$ cat config.mk
export PLATFORM = sky130hd
export DESIGN_NAME = shot_control
export DESIGN_NICKNAME = d
export VERILOG_FILES = /design/src/rtl/arkanoid_pkg.sv /design/src/rtl/tick_divider.sv /design/src/rtl/shot_control.sv
export SDC_FILE = /design/constraint.sdc
export NUM_CORES = 1
export LEC_CHECK = 0
export CAP_MARGIN = 0
export CORE_ASPECT_RATIO = 1.25
export CORE_UTILIZATION = 53
export CTS_BUF_LIST = sky130_fd_sc_hd__clkbuf_8
export DETAILED_ROUTE_END_ITERATION = 10
export GPL_ROUTABILITY_DRIVEN = 1
export PLACE_DENSITY_LB_ADDON = 0.3
export SYNTH_ARGS = -nofsm -noshare
export SYNTH_HDL_FRONTEND = slang
export SYNTH_SLANG_ARGS = --single-unit
$ cat constraint.sdc
create_clock -name clock -period 3.06 [get_ports clock]
set_clock_uncertainty 0.05 [all_clocks]
set_input_delay 0.612 -clock clock [delete_from_list [all_inputs] [get_ports clock]]
set_output_delay 0.612 -clock clock [all_outputs]
set_load 0.01 [all_outputs]
$ cat src/rtl/arkanoid_pkg.sv
// arkanoid_pkg: shared block-memory access codes, block geometry and shot FSM states
package arkanoid_pkg;

    localparam logic [1:0] BM_FUNC_READ = 2'b00;
    localparam logic [1:0] BM_FUNC_HIT  = 2'b01;
    localparam int         BLOCK_W_LOG2 = 5;
    localparam int         BLOCK_H_LOG2 = 4;
    localparam int         BLOCK_ROWS   = 16;

    typedef enum logic [2:0] {
        IDLE,
        MOVE,
        RD_REQ,
        RD_WAIT,
        HIT_REQ,
        HIT_WAIT,
        NEXT
    } shot_state_t;

endpackage

$ cat src/rtl/tick_divider.sv
// tick_divider: one-cycle tick every DIV enabled clocks; the count holds while disabled
module tick_divider #(
    parameter int DIV = 500000
) (
    input  logic clock,
    input  logic reset,
    input  logic enable,
    output logic tick
);

    localparam int DW = (DIV < 2) ? 1 : $clog2(DIV);

    logic [DW-1:0] r_cnt;
    logic          w_wrap;

    assign w_wrap = r_cnt == DW'(DIV - 1);
    assign tick   = enable & w_wrap;

    // advance only while enabled, wrapping after DIV counts
    always_ff @(posedge clock or posedge reset)
        if (reset) r_cnt <= '0;
        else if (enable) r_cnt <= w_wrap ? '0 : r_cnt + DW'(1);

endmodule

$ cat src/rtl/shot_control.sv
// shot_control: player shot slots, tick-driven movement and block-memory collision walk
// Optional SHOT_AUTOFIRE_EN: fire is level-sensitive instead of edge-triggered
module shot_control
    import arkanoid_pkg::*;
#(
    parameter int SHOT_NUM   = 2,
    parameter int SHOT_SPEED = 4,
    parameter int TICK_DIV   = 500000,
    parameter int COOLDOWN   = 20,
    parameter int TOP_Y      = 16
) (
    input  logic                   clock,
    input  logic                   reset,
    input  logic                   enable,
    input  logic                   fire,
    input  logic [9:0]             p_x,
    input  logic [9:0]             p_y,
    input  logic                   bm_ready,
    input  logic [3:0]             bm_block,
    output logic                   bm_enable,
    output logic [4:0]             bm_row,
    output logic [4:0]             bm_col,
    output logic [1:0]             bm_func,
    output logic [SHOT_NUM*10-1:0] s_x,
    output logic [SHOT_NUM*10-1:0] s_y,
    output logic [SHOT_NUM-1:0]    s_active,
    output logic                   hit,
    output logic                   busy
);

    localparam int         IW          = (SHOT_NUM < 2) ? 1 : $clog2(SHOT_NUM);
    localparam int         CW          = (COOLDOWN < 1) ? 1 : $clog2(COOLDOWN + 1);
    localparam logic [9:0] RETIRE_Y    = 10'(TOP_Y + SHOT_SPEED);
    localparam logic [9:0] ROW_LIMIT_Y = 10'(BLOCK_ROWS << BLOCK_H_LOG2);

    shot_state_t         r_state, w_next;
    logic [9:0]          r_sx [SHOT_NUM];
    logic [9:0]          r_sy [SHOT_NUM];
    logic [SHOT_NUM-1:0] r_act;
    logic [IW-1:0]       r_idx;
    logic [CW-1:0]       r_cool;
    logic                r_fire_pend;
    logic                r_tick_pend;
    logic                w_tick;
    logic                w_fire_req;
    logic                w_fire_take;
    logic                w_tick_take;
    logic                w_launch;
    logic                w_free_ok;
    logic [IW-1:0]       w_free_idx;
    logic [9:0]          w_cur_y;
    logic                w_cur_live;
    logic                w_last;

    tick_divider #(.DIV(TICK_DIV)) u_tick (
        .clock  (clock),
        .reset  (reset),
        .enable (enable),
        .tick   (w_tick)
    );

`ifdef SHOT_AUTOFIRE_EN
    assign w_fire_req = enable & fire;
`else
    logic r_fire_q;

    assign w_fire_req = enable & fire & ~r_fire_q;

    // previous fire level, so a held button launches only once
    always_ff @(posedge clock or posedge reset)
        if (reset) r_fire_q <= 1'b0;
        else r_fire_q <= fire;
`endif

    // fire wins the IDLE cycle; a tick is taken only when no fire is waiting
    assign w_fire_take = (r_state == IDLE) & r_fire_pend;
    assign w_tick_take = (r_state == IDLE) & ~r_fire_pend & (w_tick | r_tick_pend);
    assign w_launch    = w_fire_take & (r_cool == '0) & w_free_ok;
    assign w_cur_y     = r_sy[r_idx];
    assign w_cur_live  = r_act[r_idx] & (w_cur_y < ROW_LIMIT_Y);
    assign w_last      = r_idx == IW'(SHOT_NUM - 1);

    // lowest-index free slot: scan downward so the lowest free index is written last
    always_comb begin
        w_free_ok  = 1'b0;
        w_free_idx = '0;
        for (int i = SHOT_NUM - 1; i >= 0; i--)
            if (!r_act[i]) begin
                w_free_ok  = 1'b1;
                w_free_idx = IW'(i);
            end
    end

    // one-deep fire and tick requests; a request arriving while one is consumed merges into it
    always_ff @(posedge clock or posedge reset)
        if (reset) begin
            r_fire_pend <= 1'b0;
            r_tick_pend <= 1'b0;
        end else begin
            r_fire_pend <= ~w_fire_take & (r_fire_pend | w_fire_req);
            r_tick_pend <= ~w_tick_take & (r_tick_pend | w_tick);
        end

    // cooldown reloads on a launch and counts down once per serviced tick, stopping at zero
    always_ff @(posedge clock or posedge reset)
        if (reset) r_cool <= '0;
        else if (w_launch) r_cool <= CW'(COOLDOWN);
        else if (w_tick_take && r_cool != '0) r_cool <= r_cool - CW'(1);

    // slot state: launch in IDLE, bulk move or retire in MOVE, clear on a confirmed hit
    always_ff @(posedge clock or posedge reset)
        if (reset) begin
            for (int i = 0; i < SHOT_NUM; i++) begin
                r_sx[i] <= '0;
                r_sy[i] <= '0;
            end
            r_act <= '0;
        end else if (w_launch) begin
            r_sx[w_free_idx]  <= p_x;
            r_sy[w_free_idx]  <= p_y - 10'd8;
            r_act[w_free_idx] <= 1'b1;
        end else if (r_state == MOVE) begin
            for (int i = 0; i < SHOT_NUM; i++)
                if (r_act[i]) begin
                    if (r_sy[i] < RETIRE_Y) r_act[i] <= 1'b0;
                    else r_sy[i] <= r_sy[i] - 10'(SHOT_SPEED);
                end
        end else if (hit) r_act[r_idx] <= 1'b0;

    // slot cursor for the collision walk, restarted by every MOVE
    always_ff @(posedge clock or posedge reset)
        if (reset) r_idx <= '0;
        else if (r_state == MOVE) r_idx <= '0;
        else if (r_state == NEXT && !w_last) r_idx <= r_idx + IW'(1);

    // state register
    always_ff @(posedge clock or posedge reset)
        if (reset) r_state <= IDLE;
        else r_state <= w_next;

    // next state: empty, retired or off-grid slots skip straight to NEXT
    always_comb begin
        w_next = r_state;
        case (r_state)
            IDLE:     w_next = w_tick_take ? MOVE : IDLE;
            MOVE:     w_next = RD_REQ;
            RD_REQ:   w_next = w_cur_live ? RD_WAIT : NEXT;
            RD_WAIT:  w_next = bm_ready ? ((bm_block != 4'd0) ? HIT_REQ : NEXT) : RD_WAIT;
            HIT_REQ:  w_next = HIT_WAIT;
            HIT_WAIT: w_next = bm_ready ? NEXT : HIT_WAIT;
            NEXT:     w_next = w_last ? IDLE : RD_REQ;
            default:  w_next = IDLE;
        endcase
    end

    // outputs: address follows the cursor slot, which cannot change while an access is open
    always_comb begin
        bm_enable = (r_state == RD_REQ && w_cur_live) || r_state == HIT_REQ;
        bm_func   = (r_state == HIT_REQ || r_state == HIT_WAIT) ? BM_FUNC_HIT : BM_FUNC_READ;
        bm_row    = w_cur_y[BLOCK_H_LOG2 +: 5];
        bm_col    = r_sx[r_idx][BLOCK_W_LOG2 +: 5];
        hit       = r_state == HIT_WAIT && bm_ready;
        busy      = r_state != IDLE;
    end

    for (genvar g = 0; g < SHOT_NUM; g++) begin : g_pack
        assign s_x[10*g +: 10] = r_sx[g];
        assign s_y[10*g +: 10] = r_sy[g];
    end

    assign s_active = r_act;

endmodule

# --- Word-level counts from Yosys, hierarchy flattened ---
# Index checks and enable logic that the tools add are counted.
totals:
  reg_bits: 73
  latchBits: 0
  mem_bits_rw: 0
  rom_bits: 0
  inputBits: 29
  out_inout_bits: 57
  n_memories: 0
op_classes:
  n_addsub: 6
  mul: 0
  div_mod_pow: 0
  n_lt_le_gt_ge: 10
  n_eq_ne: 9
  shift: 0
  mux: 45
  bitwise_logic: 22
  reduce_logical: 23
ops:
  columns: ["operator", "count"]
  rows:
  - ["$mux W10", 11]
  - ["$bwmux W20", 2]
  - ["$mux W20", 2]
  - ["$pmux W3 S7", 1]
  - ["$lt A10 B5 Y1 const B", 2]
  - ["$sub A10 B3 Y10 const B", 2]
  - ["$add A19 B1 Y19 const B", 1]
  - ["$eq A19 B19 Y1 const B", 1]
  - ["$mux W19", 1]
  - ["$mux W1", 15]
  - ["$mux W2", 6]
  - ["$and A1 B1 Y1", 11]
  - ["$demux W10 S1", 1]
  - ["$lt A10 B9 Y1 const B", 1]
  - ["$mux W5", 2]
  - ["$reduce_bool A2 Y1", 5]
  - ["$sub A10 B4 Y10 const B", 1]
  - ["$eq A3 B3 Y1 const B", 3]
  - ["$logic_and A1 B1 Y1", 7]
  - ["$eq A3 B2 Y1 const B", 2]
  - ["$mux W3", 2]
  - ["$reduce_and A3 Y1", 2]
  - ["$reduce_bool A3 Y1", 2]
  - ["$logic_not A5 Y1", 1]
  - ["other kinds (20)", 31]

# --- Longest topological paths before layout ---
# Gate-level depths: netlist of run 1.
logic_depth:
  ltp_word: 9
  depth_mapped: 9
  mapped_depth_nobuf: 7

# --- Modules after synthesis ---
# Synthesis of run 1 repeated with hierarchy kept, for this count alone.
unflattened:
  hier_cells: 411
  hier_area_um2: 3797.4
modules_own_cells:
  columns: ["module", "n_inst", "cells_each", "area_per_inst_um2"]
  rows:
  - ["shot_control", 1, 320, 2869.0]
  - ["tick_divider", 1, 91, 928.4]

# --- Worst setup path after synthesis of run 1 ---
# No wires, ideal clock.
synth_path:
  path_kind: "register to output"
  from: "reg r_act[0], in the netlist s_active[0]"
  to: "out bm_enable"
  arrival_time_ns: 1.577
  required_time_ns: 2.398
  setup_slack_ns: 0.821
  stages_incl_launch_ff: 6
  n_path_buf: 1
  path_cell_list: "dfrtp_1 -> buf_2 -> or3b_2 -> a21oi_1 -> nand3_1 -> a21oi_1"
synth_via:
  elab_chain_len: 5
synth_rtl:
  columns: ["element", "line", "source"]
  rows:
  - ["start, declared", "shot_control.sv:39", "logic [SHOT_NUM-1:0] r_act;"]
  - ["start signal, assigned", "shot_control.sv:117", "r_act <= '0;"]
  - ["start signal, assigned by index", "shot_control.sv:121", "r_act[w_free_idx] <= 1'b1;"]
  - ["start signal, assigned by index", "shot_control.sv:125", "if (r_sy[i] < RETIRE_Y) r_act[i] <= 1'b0;"]
  - ["$mux W1 (not written as such) (2 in series)", "shot_control.sv:80", "assign w_cur_live = r_act[r_idx] & (w_cur_y < ROW_LIMIT_Y);"]
  - ["$and A1 B1 Y1", "shot_control.sv:80", null]
  - ["$logic_and A1 B1 Y1", "shot_control.sv:158", "bm_enable = (r_state == RD_REQ && w_cur_live) || r_state == HIT_REQ;"]
  - ["$logic_or A1 B1 Y1", "shot_control.sv:158", null]
  - ["end, declared", "shot_control.sv:20", "output logic bm_enable,"]
# Every way passes these cells. The select of a mux whose other input is x is not followed.

# --- Final worst setup path of run 1 ---
layout_path:
  from: "reg r_sy, in the netlist s_y[9]"
  to: "out bm_enable"
layout_via:
  elab_chain_len: 7
layout_rtl:
  columns: ["element", "line", "source"]
  rows:
  - ["start, declared", "shot_control.sv:38", "logic [9:0] r_sy [SHOT_NUM];"]
  - ["start signal, assigned by index", "shot_control.sv:120", "r_sy[w_free_idx] <= p_y - 10'd8;"]
  - ["start signal, assigned by index", "shot_control.sv:126", "else r_sy[i] <= r_sy[i] - 10'(SHOT_SPEED);"]
  - ["$mux W10 (not written as such) (3 in series)", "shot_control.sv:79", "assign w_cur_y = r_sy[r_idx];"]
  - ["$lt A10 B9 Y1", "shot_control.sv:80", null]
  - ["$and A1 B1 Y1", "shot_control.sv:80", null]
  - ["$logic_and A1 B1 Y1", "shot_control.sv:158", null]
  - ["$logic_or A1 B1 Y1", "shot_control.sv:158", null]
# Every way passes these cells. The select of a mux whose other input is x is not followed.

==> results.json, run 1 <==
{
  "synth_area_leader_cell": "dfrtp_1",
  "clkLatencyLatePin_ns": 0.34,
  "timing.rr.start": "r_cool[0]",
  "p_leak_uw": 0.00213,
  "synth_area_leaders": "dfrtp_1 47%, nand2_1 6.2%, mux2_2 4.3%",
  "yosysUniqueCellTypes": 66,
  "drive_gt1_frac": 0.146,
  "path_class": "flop to output port",
  "via_count": 3368,
  "drt_first_pass_iters": 4,
  "row_count": 34,
  "async_reset_ff_frac": 1.00,
  "seq_area_frac_synth": 0.468,
  "r2r-end": "s_y[16]",
  "instances_no_fill": 576,
  "first_global_vias": 3267,
  "pwr_density_cell_nw_per_um2": 582,
  "synth_edf_count": 0,
  "multi_input_area_um2": 1920,
  "critPathMaxStageDelay_ns": 0.55,
  "dpl.hpwl_um": 7050,
  "htreeDepth": 3,
  "crit_slowest_cell": "clkdlybuf4s50_1",
  "die_area_um2": 7710,
  "ff2ff_path_depth": 8,
  "path_max_fanout": 5,
  "nets": 516,
  "setup_viol": 0,
  "cts.clk_slew.worst_paths_ns": 0.08,
  "timing.fmax_mhz": 335,
  "cpLargestDelayFamily": "simple AND/OR/NAND/NOR gates",
  "netlist_area_um2": 3900,
  "cts_sinks": 73,
  "grt_use_total": 0.270,
  "syn_nets": 424,
  "yosys.cell_count.top_type": "dfrtp_1",
  "routed_wirelength_um": 9730,
  "wl_per_cell_um": 16.9,
  "drc_errors": 0,
  "crit_buf_inv": 1,
  "rsz0062_at_grt": "no",
  "synth-main-ff-cell": "dfrtp_1",
  "slew_headroom": 0.354,
  "worstHoldEndpoint": "s_y[1]",
  "die_height_um": 97.9,
  "die_w_um": 78.7,
  "place_inst": 560,
  "fillers": 504,
  "holdBufCountCts": 0,
  "cp.required_ns": 2.40,
  "yosys_warnings": 0,
  "grt_pass1_wl_um": 15900,
  "slew_viol_final": 0,
  "crit_path_cell_trace": "or3b_2 -> a21oi_2 -> nand3_1 -> a21oi_1 -> clkdlybuf4s50_1",
  "io_pins": 86,
  "placed_area_um2": 4870,
  "synth_common_cells": "73 x dfrtp_1, 64 x nand2_1, 30 x nor2_1, 18 x o21ai_0",
  "ant_nets": 0,
  "hold_class": "flop to flop",
  "cts_buffer_depth": 2,
  "antenna_found_initial": 0,
  "cts_tree": "done",
  "cts-root-buf": "clkbuf_8",
  "grt_max_degree": 49,
  "overflow": 0,
  "drt_iter0_drc": 222,
  "diodes": 0,
  "min-delay-start": "s_y[1]",
  "cp-end-kind": "output port",
  "period_needed_ns": 2.99,
  "cts_resized": 0,
  "period_share": 0.976,
  "cts_made_buffers": 9,
  "worst-r2r-setup-slack_ns": 0.51,
  "hold_viol": 0,
  "synth_top_area_frac": 0.468,
  "start_kind": "flop",
  "io_buffers": 84,
  "cap_viol_max_count": 0,
  "core_um2": 7020,
  "syn_inst": 389,
  "worstMarginPinSlew_ns": 0.961,
  "cp.arrival_ns": 2.32,
  "synthToLayoutAreaGrowth_pct": 30.9,
  "seq_area_um2": 1830,
  "status": "finished clean",
  "peakVddDrop_v": 0.000494,
  "tns_ns": 0,
  "post-cts-setup-buffer-count": 0,
  "via_per_inst": 5.85,
  "hold_path_depth": 2,
  "gp_congestion": 0.904,
  "avgSynthCellArea_um2": 10.0,
  "synth-seq-cells": 73,
  "initial_utilization": 0.556,
  "final_cell_area_um2": 5110
}
## registers in the layout (all words and copies together) (netlist names)
signal and cells:
s_x 20, r_cool 5, r_fire_q 1, r_fire_pend 1, s_y 20, r_tick_pend 1, u_tick.r_cnt 19, r_state 3
s_active 2, r_idx 1
## metrics by stage
stage | hold WS, ns | utilization | total power [µW] | setup WS, ns
after global placement | 0.408 | 0.694 | 2090 | 0.450
after CTS | 0.432 | 0.727 | 2980 | 0.0244
final | 0.428 | 0.727 | 2970 | 0.0749
after detailed placement | 0.412 | 0.694 | 2120 | 0.384
after global routing | 0.452 | 0.727 | 3130 | 0.0325
after floorplan | 0.399 | - | 1720 | 0.545
## report_power, final
part	internal, µW	total (µW)	switching [µW]
clock network	501	860	359
logic	459	869	410
registers	1080	1240	165
total	2040	2970	935
## cell usage in the layout, fill, tap and decap left out, types with 8 or more instances in the layout
master           netlist  final
buf_4                  1     13
inv_1                 15     14
clkbuf_8               0     11
nand3_1                8      8
nor2_1                30     30
o21ai_0               18     18
mux2_2                15     15
xnor2_1               15     15
nand2_1               64     64
clkdlybuf4s50_1        0     84
dfrtp_1               73     73
xor2_1                10     10
## logic make-up after synthesis
family | after synthesis | synth area share
xor+xnor | 25 | 0.0561
fa+ha+maj | 6 | 0.0192
other cells | 1 | 0.000962
buf+inv | 32 | 0.0395
mux | 23 | 0.0728
simple gates | 165 | 0.224
flops | 73 | 0.468
compound gates | 64 | 0.119
## worst register-to-register path, stage by stage, from the launching register on
cell	delay [ns]
dfrtp_1	0.41
inv_1	0.09
ha_1	0.16
or4b_1	0.48
buf_4	0.20
nor3_4	0.37
nand2_4	0.24
o21ai_0	0.30
a22o_1	0.18
## cell type report
cell class	count	area share
inverter	15	0.0110
clock buffer	11	0.0296
multi-input combinational	284	0.377
sequential	73	0.358
tap	90	0.0221
timing repair buffer	98	0.188
clock inverter	5	0.0152
## how the worst max path moves through the flow
stage / from / endpoint / slack (ns) / cells after the start
4_1_cts: s_y[9] / bm_enable / 0.02 / 5
5_1_grt: s_y[9] / bm_enable / 0.03 / 5
3_3_place_gp: r_idx / bm_enable / 0.45 / 5
6_report: s_y[9] / bm_enable / 0.07 / 5
3_5_place_dp: enable / r_cool[4] / 0.38 / 6
2_1_floorplan: reset / r_cool[0] / 0.54 / 1
## metal layers
layer / track usage / vias to the layer above / part of all wire / routed length (µm)
li1: - / 1559 / - / -
met1: 0.331 / 1636 / 0.40 / 3860
met2: 0.461 / 150 / 0.51 / 4990
met3: 0.0383 / 23 / 0.057 / 557
met4: 0.135 / 0 / 0.033 / 320
met5: 0 / - / 0 / 0
(Power assumes the default switching activity.)
==> run 2, diff against run 1 <==
--- a/config.mk
+++ b/config.mk
@@ -11,7 +11,7 @@
 export CTS_BUF_LIST = sky130_fd_sc_hd__clkbuf_8
 export DETAILED_ROUTE_END_ITERATION = 10
 export GPL_ROUTABILITY_DRIVEN = 1
-export PLACE_DENSITY_LB_ADDON = 0.3
+export PLACE_DENSITY_LB_ADDON = 0.15
 export SYNTH_ARGS = -nofsm -noshare
 export SYNTH_HDL_FRONTEND = slang
 export SYNTH_SLANG_ARGS = --single-unit
==> run 2 against run 1 <==
  * First-iteration DRC count grew 30%
  * Critical path depth down 2
  * Sequential power about the same
  * Critical endpoint is now hit
  * Power is 2.8% lower
==> results.json, run 2 (synthesis results as in run 1) <==
{
  "core_um2": 7020,
  "path_class": "flop to output port",
  "crit_path_cell_trace": "nand2b_1 -> nor2_1 -> clkdlybuf4s50_1",
  "cp.required_ns": 2.40,
  "first_global_vias": 3423,
  "routed_wirelength_um": 9660,
  "cts_made_buffers": 9,
  "cpLargestDelayFamily": "simple AND/OR/NAND/NOR gates",
  "synthToLayoutAreaGrowth_pct": 29.9,
  "via_count": 3291,
  "grt_max_degree": 74,
  "setup_viol": 0,
  "cp.arrival_ns": 2.02,
  "whs_ns": 0.431,
  "cts-root-buf": "clkbuf_8",
  "io_buffers": 84,
  "crit_buf_inv": 1,
  "dpl.hpwl_um": 6860,
  "wl_per_cell_um": 16.9,
  "start_kind": "flop",
  "nets": 513,
  "gp_congestion": 0.832,
  "initial_utilization": 0.556,
  "fillers": 535,
  "finalPower_uw": 2890,
  "drc_errors": 0,
  "post-cts-setup-buffer-count": 0,
  "path_max_fanout": 14,
  "clkLatencyLatePin_ns": 0.35,
  "cap_viol_max_count": 0,
  "pwr_density_cell_nw_per_um2": 571,
  "rsz0062_at_grt": "no",
  "tns_ns": 0,
  "period_share": 0.876,
  "overflow": 0,
  "timing.fmax_mhz": 373,
  "io_pins": 86,
  "diodes": 0,
  "row_count": 34,
  "cts.clk_slew.worst_paths_ns": 0.08,
  "cts_tree": "done",
  "holdBufCountCts": 0,
  "cp-end-kind": "output port",
  "hold_path_depth": 2,
  "slew_headroom": 0.443,
  "cp.depth": 3,
  "ant_nets": 0,
  "die_area_um2": 7710,
  "drt_iter0_drc": 288,
  "crit_slowest_cell": "clkdlybuf4s50_1",
  "peakVddDrop_v": 0.000367,
  "drive_gt1_frac": 0.141,
  "hold_viol": 0,
  "p_leak_uw": 0.00212,
  "worstMarginPinSlew_ns": 0.826,
  "period_needed_ns": 2.68,
  "slew_viol_final": 0,
  "die_w_um": 78.7,
  "seq_area_um2": 1830,
  "ff2ff_path_depth": 7,
  "critPathMaxStageDelay_ns": 0.57,
  "status": "finished clean",
  "antenna_found_initial": 0,
  "drt_first_pass_iters": 4,
  "grt_use_total": 0.269,
  "via_per_inst": 5.74,
  "cts_buffer_depth": 2,
  "cts_resized": 0,
  "htreeDepth": 3,
  "hold_class": "flop to flop",
  "grt_pass1_wl_um": 16000,
  "die_height_um": 97.9,
  "multi_input_area_um2": 1930,
  "layout_common_cells": "83 x clkdlybuf4s50_1, 73 x dfrtp_1, 64 x nand2_1, 30 x nor2_1, 18 x o21ai_0",
  "cts_sinks": 73,
  "final_common_cell": "clkdlybuf4s50_1"
}
-- run 2: area by class of cell --
| type | instances | share of cell area |
|---|---|---|
| Clock inverter | 5 | 0.0109 |
| Tap cell | 90 | 0.0222 |
| Clock buffer | 11 | 0.0299 |
| Inverter | 15 | 0.0111 |
| Timing Repair Buffer | 95 | 0.185 |
| Multi-Input combinational cell | 284 | 0.380 |
| Sequential cell | 73 | 0.360 |
-- run 2: path summary, 6_finish.rpt --
path,slack (ns),start,end
worst min-delay path,0.43,s_y[1],s_y[1]
worst min register to register,0.43,s_y[1],s_y[1]
min in group asynchronous,0.62,reset,s_y[2]
max in group asynchronous,2.06,reset,u_tick.r_cnt[15]
worst max register to register,0.43,r_cool[0],s_y[15]
worst max-delay path,0.38,r_state[1],hit
-- run 2: power by group --
part / switching [µW] / leakage, µW / internal (µW) / total (µW)
sequential: 168 / 0.000846 / 1080 / 1250
combinational: 408 / 0.00117 / 451 / 859
clock: 367 / 0.000107 / 419 / 785
total: 943 / 0.00212 / 1950 / 2890
-- run 2: worst register-to-register path, stage by stage (launching register included) --
cell and delay, ns:
dfrtp_1 0.41, inv_1 0.09, ha_1 0.16, or4b_1 0.64
or3_4 0.46, a21oi_4 0.36, o21ai_1 0.13, a22o_1 0.24
-- run 2: per-layer routing --
metal / vias to the layer above / GRT usage / routed length (µm)
li1: 1555 / - / -
met1: 1619 / 0.311 / 3960
met2: 96 / 0.460 / 5010
met3: 21 / 0.0477 / 417
met4: 0 / 0.157 / 275
met5: - / 0 / 0
-- run 2: metrics by stage --
step | area (µm²) | utilization | cells | worst slack, ns
final | 5070 | 0.722 | 573 | 0.379
after global routing | 5070 | 0.722 | 573 | 0.295
after detailed placement | 4850 | 0.691 | 557 | 0.416
after global placement | 4850 | 0.691 | 557 | 0.425
after floorplan | 3900 | - | 389 | 0.545
after CTS | 5060 | 0.720 | 573 | 0.0281
==> run 3, diff against run 2 <==
--- a/config.mk
+++ b/config.mk
@@ -7,7 +7,7 @@
 export LEC_CHECK = 0
 export CAP_MARGIN = 0
 export CORE_ASPECT_RATIO = 1.25
-export CORE_UTILIZATION = 53
+export CORE_UTILIZATION = 57
 export CTS_BUF_LIST = sky130_fd_sc_hd__clkbuf_8
 export DETAILED_ROUTE_END_ITERATION = 10
 export GPL_ROUTABILITY_DRIVEN = 1
@@ -15,3 +15,4 @@
 export SYNTH_ARGS = -nofsm -noshare
 export SYNTH_HDL_FRONTEND = slang
 export SYNTH_SLANG_ARGS = --single-unit
+export TNS_END_PERCENT = 100
==> constraint.sdc (replaced) <==
create_clock -name clock -period 3.2 [get_ports clock]
set_clock_uncertainty 0.05 [all_clocks]
set_input_delay 0.64 -clock clock [delete_from_list [all_inputs] [get_ports clock]]
set_output_delay 0.64 -clock clock [all_outputs]
set_load 0.01 [all_outputs]
==> run 3 against run 2 <==
  * Sequential power decreased by 4%
  * Clock-buffer cell count decreased by 2
  * Non-clock buffer count decreased by 2
  * Sequential cell count unchanged
  * Via count about the same
  * Critical path type unchanged
==> results.json, run 3 (synthesis results as in run 1) <==
{
  "status": "finished clean",
  "antenna_found_initial": 0,
  "slew_headroom": 0.449,
  "cts_made_buffers": 9,
  "diodes": 0,
  "peakVddDrop_v": 0.000360,
  "hold_path_depth": 2,
  "cts_sinks": 73,
  "cts_resized": 0,
  "place_inst": 552,
  "dpl.hpwl_um": 6850,
  "worstHoldEndpoint": "s_x[1]",
  "slew_viol_final": 0,
  "grt_use_total": 0.282,
  "overflow": 0,
  "layout_common_cells": "84 x clkdlybuf4s50_1, 73 x dfrtp_1, 64 x nand2_1, 30 x nor2_1, 18 x o21ai_0",
  "drt_iter0_drc": 185,
  "rsz0062_at_grt": "no",
  "grt_pass1_wl_um": 15700,
  "timing.fmax_mhz": 322,
  "period_needed_ns": 3.10,
  "timing.rr.start": "r_cool[0]",
  "clkLatencyLatePin_ns": 0.35,
  "cap_viol_max_count": 0,
  "setup_viol": 0,
  "htreeDepth": 3,
  "drc_errors": 0,
  "io_buffers": 84,
  "core_um2": 6610,
  "post-cts-setup-buffer-count": 0,
  "routed_wirelength_um": 9530,
  "cts.clk_slew.worst_paths_ns": 0.08,
  "gp_congestion": 0.837,
  "row_count": 33,
  "final_common_cell": "clkdlybuf4s50_1",
  "die_area_um2": 7180,
  "instances_no_fill": 568,
  "hold_class": "flop to flop",
  "whs_ns": 0.435,
  "nets": 511,
  "drive_gt1_frac": 0.137,
  "pwr_density_cell_nw_per_um2": 556,
  "drt_first_pass_iters": 4,
  "cts_tree": "done",
  "start_kind": "flop",
  "synthToLayoutAreaGrowth_pct": 29.8,
  "path_class": "flop to output port",
  "wl_per_cell_um": 16.8,
  "hold_viol": 0,
  "r2r-end": "s_y[16]",
  "via_count": 3294,
  "die_w_um": 76.0,
  "ant_nets": 0,
  "via_per_inst": 5.80,
  "worstMarginPinSlew_ns": 0.818,
  "ff2ff_path_depth": 7,
  "cts-root-buf": "clkbuf_8",
  "cp.arrival_ns": 2.41,
  "first_global_vias": 3312,
  "cp-end-kind": "output port",
  "path_max_fanout": 10,
  "grt_max_degree": 45,
  "min-delay-start": "s_x[1]",
  "period_share": 0.970,
  "cts_buffer_depth": 2,
  "die_height_um": 94.5,
  "cp.required_ns": 2.51,
  "holdBufCountCts": 0,
  "tns_ns": 0,
  "worst-r2r-setup-slack_ns": 0.50,
  "p_leak_uw": 0.00210,
  "initial_utilization": 0.590,
  "io_pins": 86
}
[run 3: cell type report]
cell class,instances,area [µm²]
clock buffer,9,124
clock inverter,7,101
fill,460,1550
inverter,15,56.3
multi-input combinational,284,1920
sequential,73,1830
tap,87,109
timing repair buffer,93,921
[run 3: report_power, final]
| part | leakage (µW) | internal, µW | switching, µW |
|---|---|---|---|
| clock network | 0.000107 | 447 | 369 |
| registers | 0.000846 | 1030 | 170 |
| logic | 0.00115 | 430 | 368 |
[run 3: worst max path at each step]
stage,startpoint,cells past startpoint,endpoint
detailed placement,r_idx,5,bm_enable
finish,r_idx,5,bm_enable
global placement,r_idx,5,bm_enable
CTS,r_idx,5,bm_enable
global route,r_idx,5,bm_enable
floorplan,reset,1,r_cool[0]
[run 3: stage by stage]
step	util	setup WS (ns)	power [µW]	cell area, µm²
global route	0.766	0.00363	2970	5060
finish	0.766	0.0956	2810	5060
detailed placement	0.731	0.450	2010	4830
CTS	0.766	0.0440	2830	5060
floorplan	-	0.657	1650	3900
global placement	0.731	0.458	1990	4830
[run 3: critical path, cell delays in order (launching register included)]
cell             delay (ns)
dfrtp_1                0.50
or3b_2                 0.52
a21oi_2                0.20
nand3_1                0.09
a21oi_1                0.18
clkdlybuf4s50_1        0.56
[run 3: routing by layer]
layer	GRT usage	part of all wire	vias up
met2	0.492	0.51	108
met4	0.165	0.035	0
met1	0.326	0.41	1609
met5	0	0	-
met3	0.0551	0.048	26
li1	-	-	1551
